<file path="src/rtl/saf_fir_error.sv">
// Sample-side LMS partner: time-multiplexed FIR MAC, error e=d-y and scaled error mu*e for tap updaters.
// Define SAF_FIR_SAT_EN to saturate y, e and mu_error instead of wrapping.
module saf_fir_error #(
    parameter int unsigned      WIDTH = 16,
    parameter int unsigned      QP    = 12,
    parameter int unsigned      TAPS  = 4,
    parameter logic [WIDTH-1:0] MU    = 16'h0400
) (
    input  logic                    clk,
    input  logic                    reset,
    input  logic                    x_valid,
    output logic                    x_ready,
    input  logic [WIDTH-1:0]        x_in,
    input  logic [WIDTH-1:0]        d_in,
    input  logic [TAPS*WIDTH-1:0]   w_flat,
    output logic [TAPS*WIDTH-1:0]   x_taps,
    output logic [WIDTH-1:0]        y_out,
    output logic [WIDTH-1:0]        e_out,
    output logic                    y_valid,
    output logic [WIDTH-1:0]        mu_error
);
    localparam int unsigned IW = $clog2(TAPS);
    localparam int unsigned PW = 2 * WIDTH;
    localparam int unsigned AW = PW + IW;
    localparam logic signed [AW-1:0] RND  = AW'(1) <<< (QP - 1);
    localparam logic signed [AW-1:0] MU_A = AW'($signed(MU));
    localparam logic [IW-1:0]        LAST = IW'(TAPS - 1);

    typedef enum logic [1:0] {S_IDLE, S_MAC, S_ERR, S_UPDATE} state_t;

    state_t                  state;
    logic [IW-1:0]           idx;
    logic signed [AW-1:0]    acc;
    logic signed [WIDTH-1:0] d_lat;

    logic signed [WIDTH-1:0] w_cur, x_cur;
    logic signed [PW-1:0]    prod;
    logic signed [WIDTH-1:0] y_c, e_c, m_c;

    // One MAC term per cycle, selected by idx
    always_comb begin
        w_cur = w_flat[int'(idx)*WIDTH +: WIDTH];
        x_cur = x_taps[int'(idx)*WIDTH +: WIDTH];
        prod  = w_cur * x_cur;
    end

`ifdef SAF_FIR_SAT_EN
    localparam logic signed [AW-1:0] SMAX = (AW'(1) <<< (WIDTH - 1)) - AW'(1);
    localparam logic signed [AW-1:0] SMIN = -SMAX - AW'(1);

    function automatic logic signed [WIDTH-1:0] sat(input logic signed [AW-1:0] v);
        if (v > SMAX)      sat = SMAX[WIDTH-1:0];
        else if (v < SMIN) sat = SMIN[WIDTH-1:0];
        else               sat = v[WIDTH-1:0];
    endfunction

    logic signed [AW-1:0] y_full, e_full, m_full;

    // Round, then clamp at each stage so e and mu*e see the clamped y
    always_comb begin
        y_full = (acc + RND) >>> QP;
        y_c    = sat(y_full);
        e_full = AW'(d_lat) - AW'(y_c);
        e_c    = sat(e_full);
        m_full = (AW'(e_c) * MU_A + RND) >>> QP;
        m_c    = sat(m_full);
    end
`else
    // Round-half-up then keep the low WIDTH bits (modulo wrap)
    always_comb begin
        y_c = WIDTH'((acc + RND) >>> QP);
        e_c = d_lat - y_c;
        m_c = WIDTH'((AW'(e_c) * MU_A + RND) >>> QP);
    end
`endif

    always_ff @(posedge clk) begin
        if (reset) begin
            state    <= S_IDLE;
            idx      <= '0;
            acc      <= '0;
            d_lat    <= '0;
            x_taps   <= '0;
            y_out    <= '0;
            e_out    <= '0;
            y_valid  <= 1'b0;
            mu_error <= '0;
            x_ready  <= 1'b1;
        end else begin
            case (state)
                S_IDLE: begin
                    if (x_valid) begin
                        x_taps  <= {x_taps[(TAPS-1)*WIDTH-1:0], x_in};
                        d_lat   <= d_in;
                        acc     <= '0;
                        idx     <= '0;
                        x_ready <= 1'b0;
                        state   <= S_MAC;
                    end
                end
                S_MAC: begin
                    acc <= acc + AW'(prod);
                    idx <= idx + IW'(1);
                    if (idx == LAST) state <= S_ERR;
                end
                S_ERR: begin
                    y_out    <= y_c;
                    e_out    <= e_c;
                    mu_error <= m_c;
                    y_valid  <= 1'b1;
                    state    <= S_UPDATE;
                end
                S_UPDATE: begin
                    // Updaters commit on this edge; scaled error must drop back to 0
                    mu_error <= '0;
                    y_valid  <= 1'b0;
                    x_ready  <= 1'b1;
                    state    <= S_IDLE;
                end
                default: begin
                    state   <= S_IDLE;
                    x_ready <= 1'b1;
                end
            endcase
        end
    end
endmodule

</file>
<file path="config.mk">
export PLATFORM = sky130hd
export DESIGN_NAME = saf_fir_error
export DESIGN_NICKNAME = d
export VERILOG_FILES = /design/src/rtl/saf_fir_error.sv
export SDC_FILE = /design/constraint.sdc
export NUM_CORES = 1
export LEC_CHECK = 0
export CAP_MARGIN = 10
export CORE_ASPECT_RATIO = 0.75
export CORE_MARGIN = 2
export CORE_UTILIZATION = 50
export DETAILED_ROUTE_END_ITERATION = 8
export DONT_BUFFER_PORTS = 1
export PLACE_DENSITY_LB_ADDON = 0.25
export RECOVER_POWER = 50
export SETUP_SLACK_MARGIN = 0.15
export SLEW_MARGIN = 25
export SYNTH_ARGS = -nofsm -noshare
export SYNTH_HDL_FRONTEND = slang
export SYNTH_SLANG_ARGS = --single-unit
</file>
<file path="constraint.sdc">
create_clock -name clk -period 10.4 [get_ports clk]
set_clock_uncertainty 0.2 [all_clocks]
set_input_delay 2.08 -clock clk [delete_from_list [all_inputs] [get_ports clk]]
set_output_delay 2.08 -clock clk [all_outputs]
set_load 0.03 [all_outputs]
</file>
After elaboration in Yosys (flattened, before gate mapping)
Index checks and enable logic that the tools add are counted.
- bits in registers: 168
- input port bits: 99
- word-level logic and storage cells: 43
- add/subtract/negate cells: 5
- multipliers: 1
- equal/unequal tests: 6
- shift-type cells: 2
- mux-type cells: 11
- reduce and logical (&&, ||, !) cells: 8
- operator list (cell ; count):
    64-bit by 7-bit variable part select with 16-bit output ; 2
    34-bit case mux with 2 select lines ; 1
    34-bit by 32-bit adder with 34-bit output ; 1
    34-bit two-way mux ; 1
    16-bit by 16-bit multiplier with 32-bit output ; 1
    16-bit case mux with 2 select lines ; 1
    28-bit by 13-bit adder with 28-bit output, second input constant ; 1
    26-bit by 13-bit adder with 27-bit output, second input constant ; 1
    16-bit subtractor ; 1
    2-bit case mux with 4 select lines ; 1
    2-bit AND reduction ; 4
    2-bit equality test, second input constant ; 3
    2-bit two-way mux ; 3
    2-bit nonzero test ; 3
    2-bit inequality test, second input constant ; 2
    1-bit case mux with 2 select lines ; 2
    2-bit case mux with 2 select lines ; 1
    2-bit by 1-bit adder with 2-bit output, second input constant ; 1
    2-bit by 1-bit equality test with 1-bit output, second input constant ; 1
    2-bit zero test ; 1
    1-bit two-way mux ; 1

Longest topological paths before layout
- depth in word-level cells: 4
- mapped depth: 31

Least setup slack after synthesis
No wires, ideal clock.
- path type: input port to flip-flop
- start point: input port w_flat[21]
- end point: register acc[27]
- setup time: 0.126 ns
- arrival time: 7.996 ns
- required time: 10.074 ns
- setup slack: 2.078 ns
- stages: 22
- buffers on the path: 0
- cell sequence: mux2_2 -> o21ai_1 -> nor2_1 -> fa_1 -> inv_1 -> fa_1 -> fa_1 -> fa_1 -> inv_1 -> fa_1 -> inv_1 -> fa_1 -> inv_1 -> ha_1 -> a21oi_1 -> o211ai_1 -> a41oi_2 -> o32ai_2 -> o41a_2 -> a311oi_2 -> xnor2_1 -> o21ai_1
- longest elaborated chain between the ends: 4
- ends and longest elaborated chain (element ; RTL line ; source):
    from (decl) ; 15 ; input logic [TAPS*WIDTH-1:0] w_flat,
    64-bit by 7-bit variable part select with 16-bit output ; 42 ; w_cur = w_flat[int'(idx)*WIDTH +: WIDTH];
    16-bit by 16-bit multiplier with 32-bit output ; 44 ; prod = w_cur * x_cur;
    34-bit by 32-bit adder with 34-bit output ; 102 ; acc <= acc + AW'(prod);
    34-bit case mux with 2 select lines ; 90 ; case (state)
    to (signal assigned) ; 102 ;
    to (decl) ; 33 ; logic signed [AW-1:0] acc;
No other way between the ends.
A chain may end at the register's enable or synchronous reset.

Worst setup path after layout
Ends and elaborated chain as after synthesis.

==> metrics.md <==
| Metric | Value |
|---|---|
| Area contributors post-synth | `fa_1 (29%), dfxtp_1 (18%), ha_1 (7.9%), inv_1 (7.4%), nand2_1 (6.8%)` |
| H-tree depth | `4` |
| Starting density of the core | `between 50 and 60%` |
| Routed vias | `about 14000` |
| Final Hold Viols | `0` |
| Clk Tree Root Cell | `clkbuf_16` |
| Final Net Count | `2468` |
| End point of the critical path | `acc[27]` |
| CTS buffer count | `17` |
| Area delta synth->final | `5.37%` |
| Slew HR | `-160%` |
| Synth Flop Type | `dfxtp_1` |
| Post-DP HPWL | `about 37 mm` |
| Worst Tran Pin Value | `3.90 ns` |
| Fmax achieved | `115 MHz` |
| Vias/cell | `5.56` |
| Worst-path clk slew | `approximately 0.080 ns` |
| DR iter-0 viols | `928` |
| Mapped Nets | `~2500` |
| CORE AREA | `roughly 0.035 mm^2` |
| Clock sinks | `~160` |
| Post-Synthesis Cells | `2054` |
| Die height | `167 um` |
| Gates resized, CTS repair | `0` |
| CTS tree | `done` |
| Layout cell share with drive strength beyond 1 | `5.71%` |
| # diodes | `0` |
| R2R setup slack | `2.12 ns` |
| Type of origin of the critical path | `input port` |
| Total Routing Usage GR | `26.9%` |
| Drt total wl | `approximately 47 mm` |
| Setup violators final | `0` |
| Routed Antenna Nets | `0` |
| Fin. max-slew vios | `about 160` |
| Grt ovf | `0` |
| Unrepaired setup endpoints after global routing | `no` |
| Synth top area share | `29.1%` |
| FF-to-FF End | `acc[27]` |
| Post-CTS setup buffer count | `0` |
| First-pass GRT wire length | `76.7 mm` |
| Gpl congestion | `0.956` |
| Worst EP required | `10.53 ns` |
| Commonest cells after routing, fill and taps aside | `inv_1 (349), nand2_1 (320), fa_1 (256)` |
| Commonest non-fill, non-tap cell in the layout | `inv_1` |
| Synthesized area | `about 0.018 mm^2` |
| Origin of the critical flop-to-flop path | `idx[0]` |
| Crit path from | `w_flat[21]` |
| CP Class | `in2reg` |
| DRC viols | `0` |
| Crit share post-route | `83.8%` |
| Failing checks | `capacitance limit, slew limit` |
| Max-Cap Viols | `2` |
| Critical Path End Type | `register` |
| Min cycle time layout | `8.72 ns` |
| Die ar. | `0.0368 mm^2` |
| Largest area contributor in the netlist | `fa_1` |
| DR WL/cell | `18.9 um` |
| Fin Setup TNS | `0 ns` |
| Unique cell type count in the Yosys netlist | `79` |
| Sequential area share after synthesis | `between 15 and 20%` |
| Row cnt | `59` |
| Synth warn | `0` |
| Run status | `finished, violations left` |
| Worst hold path type | `reg2reg` |
| Initial antenna violation count | `0` |
| 1st-pass router iterations | `5` |
| I/O pin total | `213` |
| Worst-Skew Late Latency | `between 0.4 and 0.5 ns` |
| Hold Buf Count CTS | `0` |
| Data arrival time of the worst path | `around 8.8 ns` |
| Number of enable flip-flop cells after synthesis | `0` |
| Yosys reg bits | `161` |
| Vias in the first global route | `14000` |
| Die width | `221 um` |
| Post-synth ARST share | `0%` |
| Pin count of the biggest net entering global routing | `140` |
| Reg2reg path depth | `22` |
| IO Port Bufs | `0` |
| Largest fanout on the critical path | `10` |
| Syn avg cell area | `about 8.6 um^2` |
| Clock buffer depth | `2` |
-- worst min path at each step --
stage                         from        to  slack [ns]  cells past startpoint
after floorplan           d_lat[0]  d_lat[0]        0.24                      2
after detailed placement  d_lat[0]  d_lat[0]        0.24                      2
final                     d_lat[0]  d_lat[0]        0.26                      2
after global routing      d_lat[4]  d_lat[4]        0.28                      2
after CTS                 d_lat[0]  d_lat[0]        0.26                      2
after global placement    d_lat[0]  d_lat[0]        0.24                      2
-- cell type report --
type	instances	area [um^2]
Clock buffer	17	425
Clock inverter	15	191
Fill cell	3236	16100
Inverter	351	1320
Multi-Input combinational cell	1460	12800
Sequential cell	161	3230
Tap cell	457	572
Timing Repair Buffer	11	75.1
-- stage by stage --
stage | cell area [um^2] | hold WS (ns) | util (%) | setup slack (ns) | instances
floorplan | 17600 | 0.236 | - | 2.08 | 2054
global placement | 18000 | 0.242 | 51.8 | 1.52 | 2440
detailed placement | 18000 | 0.244 | 51.8 | 1.41 | 2440
CTS | 18600 | 0.255 | 53.5 | 1.88 | 2472
global route | 18600 | 0.284 | 53.5 | 1.44 | 2472
finish | 18600 | 0.256 | 53.5 | 1.68 | 2472
-- state kept, by name, indices dropped and copies added (netlist names) --
register  count
d_lat        16
mu_error     15
idx           2
state         2
y_valid       1
y_out        16
x_ready       1
x_taps       64
acc          28
e_out        16
-- worst max-delay path, stage by stage --
cell      delay (ns)
mux2_2          0.26
o21ai_1         0.81
nor2_1          0.17
fa_1            0.57
inv_1           0.05
fa_1            0.56
fa_1            0.44
fa_1            0.50
inv_1           0.06
fa_1            0.53
inv_1           0.05
fa_1            0.53
inv_1           0.04
ha_1            0.35
a21oi_1         0.23
o211ai_1        0.14
a41oi_2         0.35
o32ai_2         0.18
o41a_2          0.45
a311oi_2        0.27
xnor2_1         0.15
o21ai_1         0.07
-- per-layer routing --
metal  vias to the layer above  part of all wire (%)  global-route usage [%]
met4                         0                   1.9                    7.04
met2                       411                    47                    42.6
met5                         -                     0                       0
met1                      6914                    45                    38.0
met3                        57                   6.3                    4.68
li1                       6355                     -                       -
-- cell families (layout without fill, tap and decap cells) --
kind of cell / Yosys count / count (layout) / synth area share, %
compound gates: 288 / 288 / 10.4
xor+xnor: 77 / 77 / 4.00
fa+ha+maj: 367 / 367 / 37.0
buf+inv: 433 / 394 / 9.40
flops: 161 / 161 / 18.3
mux: 79 / 79 / 5.25
simple gates: 649 / 649 / 15.7
-- Yosys cell counts (all sizes together) (2+ instances only) --
master and n:
a211oi 33, a21o 13, a21oi 118, a22oi 18, a311oi 4, a31oi 5
a41oi 2, and2 15, and3 13, buf 19, clkbuf 63, dfxtp 161
fa 256, ha 111, inv 350, mux2 24, mux2i 47, mux4 8
nand2 323, nand2b 13, nand3 14, nand3b 2, nand4 8, nand4b 2
nor2 220, nor2b 12, nor3 11, nor4 3, o211ai 4, o21a 23
o21ai 52, o22ai 2, o31ai 3, or2 2, or3 5, xnor2 54
xor2 23
Power is left out: the tool's default activity adds up to more than one toggle a clock period on the data nets, which glitch-free logic cannot reach.
